--- src/rtl/nibble_serial_tx_if.sv ---
// nibble_serial_tx_if
//   Bundles the parallel load handshake and the serial-side status lines of
//   the nibble serial transmitter.
//
//   Signals:
//     D       parallel data word, sampled by the transmitter on an accepted load
//     Load    load request (valid-style)
//     Ready   transmitter can accept a load this cycle
//     SerOut  serial line, idles high
//     Busy    a frame is in progress
//     Done    one-cycle pulse after a completed frame
//
//   Modports:
//     master  the side that supplies data and watches the line
//     slave   the transmitter itself
interface nibble_serial_tx_if #(
    parameter int unsigned DATA_W = 4
);
    logic [DATA_W-1:0] D;
    logic              Load;
    logic              Ready;
    logic              SerOut;
    logic              Busy;
    logic              Done;

    modport master (
        output D,
        output Load,
        input  Ready,
        input  SerOut,
        input  Busy,
        input  Done
    );

    modport slave (
        input  D,
        input  Load,
        output Ready,
        output SerOut,
        output Busy,
        output Done
    );
endinterface

--- src/rtl/nibble_serial_tx.sv ---
// nibble_serial_tx
//   Parallel-to-serial transmitter for the 4-bit register datapath. A word is
//   accepted on the Load/Ready handshake and sent on SerOut as a frame:
//   start bit (0), DATA_W data bits LSB first, optional even-parity bit,
//   stop bit (1). Every serial bit is held for BIT_CYCLES clock cycles.
//
//   Ports:
//     Clock   rising-edge clock
//     Resetn  asynchronous, active-low reset
//     tx      nibble_serial_tx_if.slave: D, Load in; Ready, SerOut, Busy,
//             Done out. All outputs come straight from flops.
//
//   Parameters:
//     DATA_W      data bits per frame (1..16)
//     PARITY_EN   1 inserts an even-parity bit after the data
//     BIT_CYCLES  clock cycles per serial bit (>= 1)
module nibble_serial_tx #(
    parameter int unsigned DATA_W     = 4,
    parameter int unsigned PARITY_EN  = 1,
    parameter int unsigned BIT_CYCLES = 4
) (
    input  logic                 Clock,
    input  logic                 Resetn,
    nibble_serial_tx_if.slave    tx
);

    localparam int unsigned CW = (BIT_CYCLES > 1) ? $clog2(BIT_CYCLES) : 1;
    localparam int unsigned BW = $clog2(DATA_W + 1);

    localparam logic [CW-1:0] CYC_LAST = CW'(BIT_CYCLES - 1);
    localparam logic [BW-1:0] BIT_LAST = BW'(DATA_W - 1);

    typedef enum logic [2:0] {
        IDLE,
        START,
        DATA,
        PARITY,
        STOP
    } state_t;

    state_t            state_q,  state_d;
    logic [DATA_W-1:0] shift_q,  shift_d;
    logic [CW-1:0]     cyc_q,    cyc_d;
    logic [BW-1:0]     bit_q,    bit_d;
    logic              par_q,    par_d;
    logic              ser_q,    ser_d;
    logic              ready_q,  ready_d;
    logic              busy_q,   busy_d;
    logic              done_q,   done_d;

    logic              bit_end;
    logic [DATA_W-1:0] shift_nxt;

    assign bit_end   = (cyc_q == CYC_LAST);
    assign shift_nxt = shift_q >> 1;

    // Next-state logic. SerOut is computed one cycle ahead so the line is
    // driven from a flop and changes exactly on the bit boundary.
    always_comb begin
        state_d = state_q;
        shift_d = shift_q;
        cyc_d   = cyc_q;
        bit_d   = bit_q;
        par_d   = par_q;
        ser_d   = ser_q;
        ready_d = ready_q;
        busy_d  = busy_q;
        done_d  = done_q;

        unique case (state_q)
            IDLE: begin
                done_d = 1'b0;
                if (tx.Load) begin
                    state_d = START;
                    shift_d = tx.D;
                    par_d   = 1'b0;
                    cyc_d   = '0;
                    bit_d   = '0;
                    ser_d   = 1'b0;
                    ready_d = 1'b0;
                    busy_d  = 1'b1;
                end
            end

            START: begin
                if (bit_end) begin
                    state_d = DATA;
                    cyc_d   = '0;
                    ser_d   = shift_q[0];
                end else begin
                    cyc_d = cyc_q + CW'(1);
                end
            end

            DATA: begin
                if (bit_end) begin
                    cyc_d   = '0;
                    par_d   = par_q ^ shift_q[0];
                    shift_d = shift_nxt;
                    if (bit_q == BIT_LAST) begin
                        bit_d = '0;
                        if (PARITY_EN != 0) begin
                            state_d = PARITY;
                            // Accumulator including the bit just finished.
                            ser_d   = par_q ^ shift_q[0];
                        end else begin
                            state_d = STOP;
                            ser_d   = 1'b1;
                        end
                    end else begin
                        bit_d = bit_q + BW'(1);
                        ser_d = shift_nxt[0];
                    end
                end else begin
                    cyc_d = cyc_q + CW'(1);
                end
            end

            PARITY: begin
                if (bit_end) begin
                    state_d = STOP;
                    cyc_d   = '0;
                    ser_d   = 1'b1;
                end else begin
                    cyc_d = cyc_q + CW'(1);
                end
            end

            STOP: begin
                if (bit_end) begin
                    state_d = IDLE;
                    cyc_d   = '0;
                    ready_d = 1'b1;
                    busy_d  = 1'b0;
                    done_d  = 1'b1;
                end else begin
                    cyc_d = cyc_q + CW'(1);
                end
            end

            default: begin
                state_d = IDLE;
                cyc_d   = '0;
                bit_d   = '0;
                ser_d   = 1'b1;
                ready_d = 1'b1;
                busy_d  = 1'b0;
                done_d  = 1'b0;
            end
        endcase
    end

    always_ff @(posedge Clock or negedge Resetn) begin
        if (!Resetn) begin
            state_q <= IDLE;
            shift_q <= '0;
            cyc_q   <= '0;
            bit_q   <= '0;
            par_q   <= 1'b0;
            ser_q   <= 1'b1;
            ready_q <= 1'b1;
            busy_q  <= 1'b0;
            done_q  <= 1'b0;
        end else begin
            state_q <= state_d;
            shift_q <= shift_d;
            cyc_q   <= cyc_d;
            bit_q   <= bit_d;
            par_q   <= par_d;
            ser_q   <= ser_d;
            ready_q <= ready_d;
            busy_q  <= busy_d;
            done_q  <= done_d;
        end
    end

    assign tx.SerOut = ser_q;
    assign tx.Ready  = ready_q;
    assign tx.Busy   = busy_q;
    assign tx.Done   = done_q;

endmodule

--- src/flat_wrapper.sv ---
// flat-port wrapper written by rule: the top's interface ports become plain ports
module nibble_serial_tx_flat 
#(
    parameter int unsigned DATA_W     = 4,
    parameter int unsigned PARITY_EN  = 1,
    parameter int unsigned BIT_CYCLES = 4
)
  (Clock, Resetn, tx_D, tx_Load, tx_Ready, tx_SerOut, tx_Busy, tx_Done);
  nibble_serial_tx_if #(.DATA_W(DATA_W)) tx_i ();
  input  logic Clock;
  input  logic Resetn;
  input wire logic [$bits(tx_i.D)-1:0] tx_D;
  input wire logic [$bits(tx_i.Load)-1:0] tx_Load;
  output wire logic [$bits(tx_i.Ready)-1:0] tx_Ready;
  output wire logic [$bits(tx_i.SerOut)-1:0] tx_SerOut;
  output wire logic [$bits(tx_i.Busy)-1:0] tx_Busy;
  output wire logic [$bits(tx_i.Done)-1:0] tx_Done;
  assign tx_i.D = tx_D;
  assign tx_i.Load = tx_Load;
  assign tx_Ready = tx_i.Ready;
  assign tx_SerOut = tx_i.SerOut;
  assign tx_Busy = tx_i.Busy;
  assign tx_Done = tx_i.Done;
  nibble_serial_tx #(.DATA_W(DATA_W), .PARITY_EN(PARITY_EN), .BIT_CYCLES(BIT_CYCLES)) u_core (.Clock(Clock), .Resetn(Resetn), .tx(tx_i));
endmodule
--- config.mk ---
export PLATFORM = sky130hd
export DESIGN_NAME = nibble_serial_tx_flat
export DESIGN_NICKNAME = d
export VERILOG_FILES = /design/src/rtl/nibble_serial_tx_if.sv /design/src/rtl/nibble_serial_tx.sv /design/src/flat_wrapper.sv
export SDC_FILE = /design/constraint.sdc
export NUM_CORES = 1
export LEC_CHECK = 0
export ABC_AREA = 1
export CORE_UTILIZATION = 53
export DETAILED_ROUTE_END_ITERATION = 8
export GPL_ROUTABILITY_DRIVEN = 0
export GPL_TIMING_DRIVEN = 0
export MAX_ROUTING_LAYER = met4
export PLACE_DENSITY = 0.81
export SYNTH_ARGS = -nofsm -noshare
export SYNTH_HDL_FRONTEND = slang
export SYNTH_SLANG_ARGS = --single-unit
--- constraint.sdc ---
create_clock -name Clock -period 1.5 [get_ports Clock]
set_input_delay 0.3 -clock Clock [delete_from_list [all_inputs] [get_ports Clock]]
set_output_delay 0.3 -clock Clock [all_outputs]
set_load 0.1 [all_outputs]
==> impl_metrics.py, run 1 <==
metrics = {
    "worst_setup_path": {
        "worst_path_max_delay_cell": "dfstp_2",
        "critPathCapture": "tx_SerOut",
        "reg2reg_depth": 6,
        "path_cells": "buf_4",
        "path_depth": 1,
        "setup.worst_path.start": "u_core.tx.SerOut",
        "cp-start-kind": "register",
        "max_stage_delay_ns": 0.55,
        "end_kind": "output port",
        "critPathTopFamily": "flip-flops",
        "r2r_start": "u_core.state_q[0]",
        "critPathKind": "reg2out",
        "worstPathRequired_ns": 1.20,
        "r2r_slack_ns": 0.12,
        "cp_num_buf_inv": 1,
        "cp_max_fo": 2,
        "r2r-end": "u_core.par_q",
        "cp_data_arrival_time_ns": 1.13,
    },
    "timing": {
        "fin_crit_sh_pct": 95.14,
        "fmax_ghz": 0.7007,
        "clock_skew_ns": 0.009162,
        "rsz0062_at_grt": "false",
        "setup_ws_ns": 0.07286,
        "period_minus_slack_ns": 1.427,
        "slew_viol_final": 0,
        "worst_pin_slew_ns": 0.7470,
        "hold_viol_final": 0,
        "max_slew_margin_pct": 50.05,
        "setup_viol": 0,
    },
    "cells_and_area": {
        "drive_gt1_share_pct": 15.79,
        "nets": 143,
        "insertedDiodeCount": 0,
        "syn_to_final_growth_pct": 17.36,
    },
    "status": {
        "status": "complete, but fails checks",
        "violations": "DRC",
    },
    "grt": {
        "grt_pass1_wl_microns": 2939,
        "grtUsageTotal_pct": 21.54,
        "grt_overflow_total": 0,
        "grt_pass1_vias": 687,
        "antenna_found_initial": 0,
        "grt_start_max_net_pins": 18,
    },
    "place": {
        "dpl_worst_slack_ns": -0.4317,
        "dp_hpwl_microns": 1249,
        "portBuffers": 10,
    },
    "yosys": {
        "synth_top_area_share_pct": 41.32,
        "netlist_top_cells_area": "dfrtp_1 41%, nand2_1 13%, o21ai_0 7.2%, inv_1 7.0%, dfstp_2 5.8%",
        "synth-seq-cells": 17,
        "netlist_area_sq_um": 908.4,
        "yosysWarnings": 0,
        "synth.avg_cell_area_sq_um": 7.764,
        "async_flop_share_pct": 100.0,
        "synth_cell_types": 20,
        "synth_top_area_cell": "dfrtp_1",
        "synth_fp_nets": 126,
        "synth_flop_cell": "dfrtp_1",
        "syn-instance-count": 117,
        "yosys-top-cells-count": "31 x nand2_1, 17 x inv_1, 15 x dfrtp_1",
        "synth-seq-area-share_pct": 47.11,
        "yosys.cell_count.top_type": "nand2_1",
        "synth_edf_count": 0,
    },
    "cts": {
        "clkSinkCount": 17,
        "cts_buffers": 3,
        "clk_pin_slew_worst_paths_ns": 0.11,
        "clock-root-buffer": "clkbuf_4",
        "cts_buffer_depth": 2,
        "cts_tree": "built",
        "htree_num_levels": 1,
        "clock_latency_ns": 0.30,
    },
    "drt": {
        "routed_wl_microns": 1711,
        "ant_nets": 0,
        "drt_iter0_drc": 21,
        "wl_per_cell_microns": 11.48,
        "drt_first_pass_iters": 6,
        "drc": 2,
        "viasPerCell": 5.336,
        "vias": 795,
    },
    "die": {
        "die_x_microns": 43.40,
        "die_area_sq_mm": 0.001884,
        "die_y_microns": 43.40,
        "pin_count": 11,
        "num_rows": 14,
        "initial_core_util_pct": 58.27,
        "core_sq_mm": 0.001559,
    },
    "job": {
        "maxCapViolCount": 0,
    },
    "worst_hold_path": {
        "min_path_type": "in2async",
    },
}
layer usage:
metal	track usage [%]	share of wire [%]
met1	31.30	51
met2	31.52	45
met3	3.750	3.4
met4	5.625	0.58
met5	-	0
sequential cells by signal (all words and copies together) (netlist names):
name,count
u_core.tx.SerOut,1
u_core.tx.Busy,1
u_core.state_q,3
u_core.tx.Ready,1
u_core.shift_q,4
u_core.bit_q,3
u_core.par_q,1
u_core.tx.Done,1
u_core.cyc_q,2
cells by family (layout without fill, tap and decap cells):
kind of cell,after synthesis,count (layout),synth area share (%)
xor+xnor,1,1,0.9644
simple gates,60,60,28.37
fa+ha+maj,2,2,2.754
flops,17,17,47.11
buf+inv,18,33,8.264
compound gates,19,20,12.54
worst min path at each step:
stage,to,slack [ns],cells past startpoint
floorplan,u_core.bit_q[0],0.004,0
global placement,u_core.tx.Busy,0.45,2
detailed placement,u_core.tx.Busy,0.46,2
CTS,u_core.state_q[0],0.47,1
global route,u_core.tx.Busy,0.52,1
finish,u_core.state_q[0],0.43,1
final cells by class:
| type | instances | area, sq um |
|---|---|---|
| fill | 125 | 493.0 |
| sequential | 17 | 429.2 |
| multi-input combinational | 83 | 421.7 |
| timing repair buffer | 11 | 92.59 |
| inverter | 17 | 63.81 |
| clock buffer | 3 | 22.52 |
| tap | 16 | 20.02 |
| buffer | 1 | 11.26 |
| clock inverter | 1 | 5.005 |
through the flow:
| step | std cells | area (sq um) | util (%) | hold slack (ns) | TNS (ns) |
|---|---|---|---|---|---|
| after CTS | 147 | 1052 | 67.50 | 0.4690 | 0 |
| after global routing | 149 | 1066 | 68.38 | 0.5215 | 0 |
| final | 149 | 1066 | 68.38 | 0.4333 | 0 |
| after floorplan | 117 | 908.4 | - | 0.004409 | 0 |
| after global placement | 143 | 1028 | 65.97 | 0.4526 | -1.415 |
| after detailed placement | 143 | 1028 | 65.97 | 0.4624 | -1.496 |
cells in the final DEF, fill, tap and decap left out, drive strengths merged:
master	count
a21boi	1
o22ai	1
dfstp	2
clkbuf	3
dfrtp	15
nand2	32
clkdlybuf4s50	6
o21ai	15
or2	1
xor2	1
nor3	1
inv	17
nand3	9
buf	6
nor2	14
nand4	3
clkinv	1
ha	2
a21oi	3
what timing repair did:
action	CTS	global route
pin swaps	0	1
gates resized for setup	19	7
endpoints found under the setup margin	4	7
hold buffers	0	0
gates cloned	0	1
setup buffers	0	1
Power of run 1 is not shown: default switching activity piles up to over one toggle a cycle in this logic, so the estimate is an artifact.
==> run 2: changes to the inputs <==
--- a/config.mk
+++ b/config.mk
@@ -13,4 +13,5 @@
 export MAX_ROUTING_LAYER = met4
 export PLACE_DENSITY = 0.81
+export SLEW_MARGIN = 20
 export SYNTH_ARGS = -nofsm -noshare
 export SYNTH_HDL_FRONTEND = slang
==> constraint.sdc (replaced) <==
create_clock -name Clock -period 1.5 [get_ports Clock]
set_input_delay 0.225 -clock Clock [delete_from_list [all_inputs] [get_ports Clock]]
set_output_delay 0.225 -clock Clock [all_outputs]
set_load 0.1 [all_outputs]
==> impl_metrics.py, run 2 (same netlist as run 1, synthesis figures left out) <==
metrics = {
    "cts": {
        "hold_buffers": 0,
        "clkSinkCount": 17,
        "clk_pin_slew_worst_paths_ns": 0.11,
        "clock_latency_ns": 0.30,
        "cts_buffer_depth": 2,
        "cts_tree": "built",
        "clock-root-buffer": "clkbuf_4",
        "htree_num_levels": 1,
        "cts_buffers": 3,
    },
    "timing": {
        "fin_crit_sh_pct": 95.44,
        "setup_viol": 0,
        "worst_pin_slew_ns": 0.7431,
        "rsz0062_at_grt": "false",
        "max_slew_margin_pct": 50.30,
        "clock_skew_ns": 0.007656,
        "whs_ns": 0.3565,
        "slew_viol_final": 0,
        "period_minus_slack_ns": 1.432,
        "fmax_ghz": 0.6985,
        "hold_viol_final": 0,
    },
    "die": {
        "die_area_sq_mm": 0.001884,
        "die_x_microns": 43.40,
        "num_rows": 14,
        "pin_count": 11,
        "die_y_microns": 43.40,
        "initial_core_util_pct": 58.27,
        "core_sq_mm": 0.001559,
    },
    "cells_and_area": {
        "drive_gt1_share_pct": 15.79,
        "regMostFlops": "u_core.shift_q",
        "syn_to_final_growth_pct": 18.73,
        "reg_top3": "u_core.shift_q x4, u_core.bit_q x3, u_core.state_q x3",
        "instances_no_fill": 149,
        "final_common_cell": "nand2_1",
        "mostFrequentLayoutCells": "30 x nand2_1, 16 x inv_1, 14 x dfrtp_1",
        "nFillCells": 121,
        "largest_reg_flops": 4,
        "nets": 143,
        "insertedDiodeCount": 0,
    },
    "drt": {
        "routed_wl_microns": 1707,
        "drc": 2,
        "wl_per_cell_microns": 11.46,
        "viasPerCell": 5.369,
        "vias": 800,
        "ant_nets": 0,
        "drt_iter0_drc": 20,
        "drt_first_pass_iters": 6,
    },
    "worst_setup_path": {
        "worstPathRequired_ns": 1.27,
        "path_cells": "clkdlybuf4s15_2",
        "cp-start-kind": "register",
        "critPathKind": "reg2out",
        "cp_num_buf_inv": 1,
        "cp_data_arrival_time_ns": 1.21,
        "worst_path_max_delay_cell": "clkdlybuf4s15_2",
        "end_kind": "output port",
        "max_stage_delay_ns": 0.56,
        "critPathTopFamily": "buffers and inverters",
        "cp_max_fo": 2,
    },
    "grt": {
        "grt_start_max_net_pins": 18,
        "antenna_found_initial": 0,
        "grt_pass1_wl_microns": 2939,
        "grt_pass1_vias": 687,
        "grt_overflow_total": 0,
        "grtUsageTotal_pct": 21.54,
    },
    "place": {
        "placedCellCount": 143,
        "portBuffers": 10,
        "dp_hpwl_microns": 1249,
    },
    "job": {
        "maxCapViolCount": 0,
    },
    "status": {
        "status": "complete, but fails checks",
        "violations": "DRC",
    },
    "worst_hold_path": {
        "min_path_type": "in2async",
    },
}
[run 2: cell count changes in the layout (fill, tap and decap cells not counted), sizes merged]
cell           before  now
buf                 6    2
clkbuf              3    5
clkdlybuf4s15       0    2
[run 2: layout make-up]
type / count / area [sq um] / area share [%]
flip-flops and latches: 17 / 429.2 / 39.79
multi-input cells: 83 / 421.7 / 39.10
repair buffers: 11 / 105.1 / 9.745
inverters: 17 / 63.81 / 5.916
clock buffers: 3 / 22.52 / 2.088
well taps: 16 / 20.02 / 1.856
plain buffers: 1 / 11.26 / 1.044
clock inverters: 1 / 5.005 / 0.4640
[run 2: path summary, 6_finish.rpt]
| check | slack, ns | endpoint | start | depth (start not counted) |
|---|---|---|---|---|
| setup / recovery | 0.07 | tx_Busy | u_core.tx.Busy | 1 |
| min in group Clock | 0.48 | u_core.tx.Ready | u_core.tx.Ready | 2 |
| hold / removal | 0.36 | u_core.state_q[0] | Resetn | 1 |
| setup reg to reg | 0.12 | u_core.par_q | u_core.state_q[0] | 6 |
| max in group asynchronous | 0.63 | u_core.state_q[2] | Resetn | 1 |
| hold reg to reg | 0.48 | u_core.tx.Ready | u_core.tx.Ready | 2 |
[run 2: metal layers]
layer  track usage (%)  vias to the layer above  wire length (microns)
met1             31.30                      371                    863
li1                  -                      412                      -
met4             5.625                        0                     10
met2             31.52                       15                    771
met3             3.750                        2                     62
met5                 -                        -                      0
[run 2: repair_timing]
| item | CTS | global route |
|---|---|---|
| buffers inserted | 0 | 1 |
| pin swaps | 0 | 1 |
| endpoints found under the setup margin | 4 | 7 |
| cloned | 0 | 1 |
| gates resized for setup | 16 | 6 |
[run 2: per-stage QoR]
stage	setup slack, ns	TNS, ns	utilization, %	area (sq um)
after detailed placement	-0.3567	-1.072	65.97	1028
after global placement	-0.3555	-1.055	65.97	1028
final	0.06834	0	69.18	1079
after CTS	0.02605	0	67.26	1049
after global routing	0.01760	0	69.18	1079
after floorplan	0.2757	0	-	908.4
Power of run 2 is left out for the same reason.
==> run 3: changes to the inputs <==
MAX_ROUTING_LAYER = not set   (was met4)
==> impl_metrics.py, run 3 (same netlist as run 1, synthesis figures left out) <==
metrics = {
    "worst_setup_path": {
        "critPathKind": "reg2out",
        "worstPathRequired_ns": 1.27,
        "cp_num_buf_inv": 1,
        "critPathTopFamily": "buffers and inverters",
        "worst_path_max_delay_cell": "clkdlybuf4s15_2",
        "end_kind": "output port",
        "path_cells": "clkdlybuf4s15_2",
        "cp-start-kind": "register",
        "cp_data_arrival_time_ns": 1.21,
        "max_stage_delay_ns": 0.56,
        "cp_max_fo": 2,
    },
    "grt": {
        "grt_pass1_wl_microns": 2946,
        "grt_start_max_net_pins": 18,
        "grtUsageTotal_pct": 20.87,
        "grt_pass1_vias": 688,
        "antenna_found_initial": 0,
        "grt_overflow_total": 0,
    },
    "place": {
        "placedCellCount": 143,
        "portBuffers": 10,
        "dp_hpwl_microns": 1249,
    },
    "timing": {
        "worst_pin_slew_ns": 0.7469,
        "setup_viol": 0,
        "max_slew_margin_pct": 50.05,
        "fmax_ghz": 0.6990,
        "hold_viol_final": 0,
        "whs_ns": 0.3691,
        "slew_viol_final": 0,
        "period_minus_slack_ns": 1.431,
        "fin_tns_setup_ns": 0,
        "clock_skew_ns": 0.001979,
        "rsz0062_at_grt": "false",
        "fin_crit_sh_pct": 95.38,
    },
    "cts": {
        "clk_pin_slew_worst_paths_ns": 0.10,
        "cts_buffer_depth": 2,
        "clkSinkCount": 17,
        "htree_num_levels": 1,
        "clock-root-buffer": "clkbuf_4",
        "cts_tree": "built",
        "cts_buffers": 3,
        "clock_latency_ns": 0.29,
    },
    "drt": {
        "vias": 796,
        "wl_per_cell_microns": 11.39,
        "routed_wl_microns": 1697,
        "drt_first_pass_iters": 6,
        "ant_nets": 0,
        "drt_iter0_drc": 19,
        "drc": 2,
        "viasPerCell": 5.342,
    },
    "cells_and_area": {
        "instances_no_fill": 149,
        "largest_reg_flops": 4,
        "reg_top3": "u_core.shift_q x4, u_core.bit_q x3, u_core.state_q x3",
        "mostFrequentLayoutCells": "30 x nand2_1, 16 x inv_1, 14 x dfrtp_1",
        "syn_to_final_growth_pct": 18.73,
        "nets": 143,
        "drive_gt1_share_pct": 15.79,
        "insertedDiodeCount": 0,
        "regMostFlops": "u_core.shift_q",
        "final_common_cell": "nand2_1",
    },
    "status": {
        "status": "complete, but fails checks",
        "violations": "DRC",
    },
    "worst_hold_path": {
        "min_path_type": "in2async",
    },
    "die": {
        "num_rows": 14,
        "die_x_microns": 43.40,
        "initial_core_util_pct": 58.27,
        "die_y_microns": 43.40,
        "core_sq_mm": 0.001559,
        "pin_count": 11,
        "die_area_sq_mm": 0.001884,
    },
    "job": {
        "maxCapViolCount": 0,
    },
}
-- run 3: final cells by class --
type	count	area, sq um
multi-input combinational	83	421.7
timing repair buffer	11	105.1
sequential	17	429.2
clock buffer	3	22.52
inverter	17	63.81
clock inverter	1	5.005
tap	16	20.02
buffer	1	11.26
fill	121	480.5
-- run 3: worst paths after layout --
check                                   from                 to  slack, ns  depth (start not counted)
max in group asynchronous             Resetn  u_core.state_q[2]       0.62                          1
min in group Clock           u_core.tx.Ready    u_core.tx.Ready       0.48                          2
setup reg to reg           u_core.state_q[2]       u_core.par_q       0.11                          6
hold / removal                        Resetn     u_core.tx.Busy       0.37                          1
hold reg to reg              u_core.tx.Ready    u_core.tx.Ready       0.48                          2
setup / recovery              u_core.tx.Busy            tx_Busy       0.07                          1
-- run 3: metal layers --
layer | track usage [%] | share of wire [%]
met3 | 3.750 | 3.9
met1 | 31.30 | 49
met4 | 5.625 | 0.59
met5 | 0 | 0
met2 | 31.52 | 46
-- run 3: repair_timing --
action / 4_1_cts / 5_1_grt
gates resized for setup: 16 / 6
gates cloned: 0 / 1
pin swaps: 0 / 1
endpoints found under the setup margin: 4 / 7
hold buffers: 0 / 0
buffers inserted: 0 / 1
-- run 3: per-stage QoR --
| step | setup slack, ns | utilization (%) | instance area, sq um |
|---|---|---|---|
| 2_1_floorplan | 0.2757 | - | 908.4 |
| 3_3_place_gp | -0.3555 | 65.97 | 1028 |
| 3_5_place_dp | -0.3567 | 65.97 | 1028 |
| 4_1_cts | 0.02605 | 67.26 | 1049 |
| 5_1_grt | 0.01760 | 69.18 | 1079 |
| 6_report | 0.06934 | 69.18 | 1079 |
Power of run 3 is left out for the same reason.
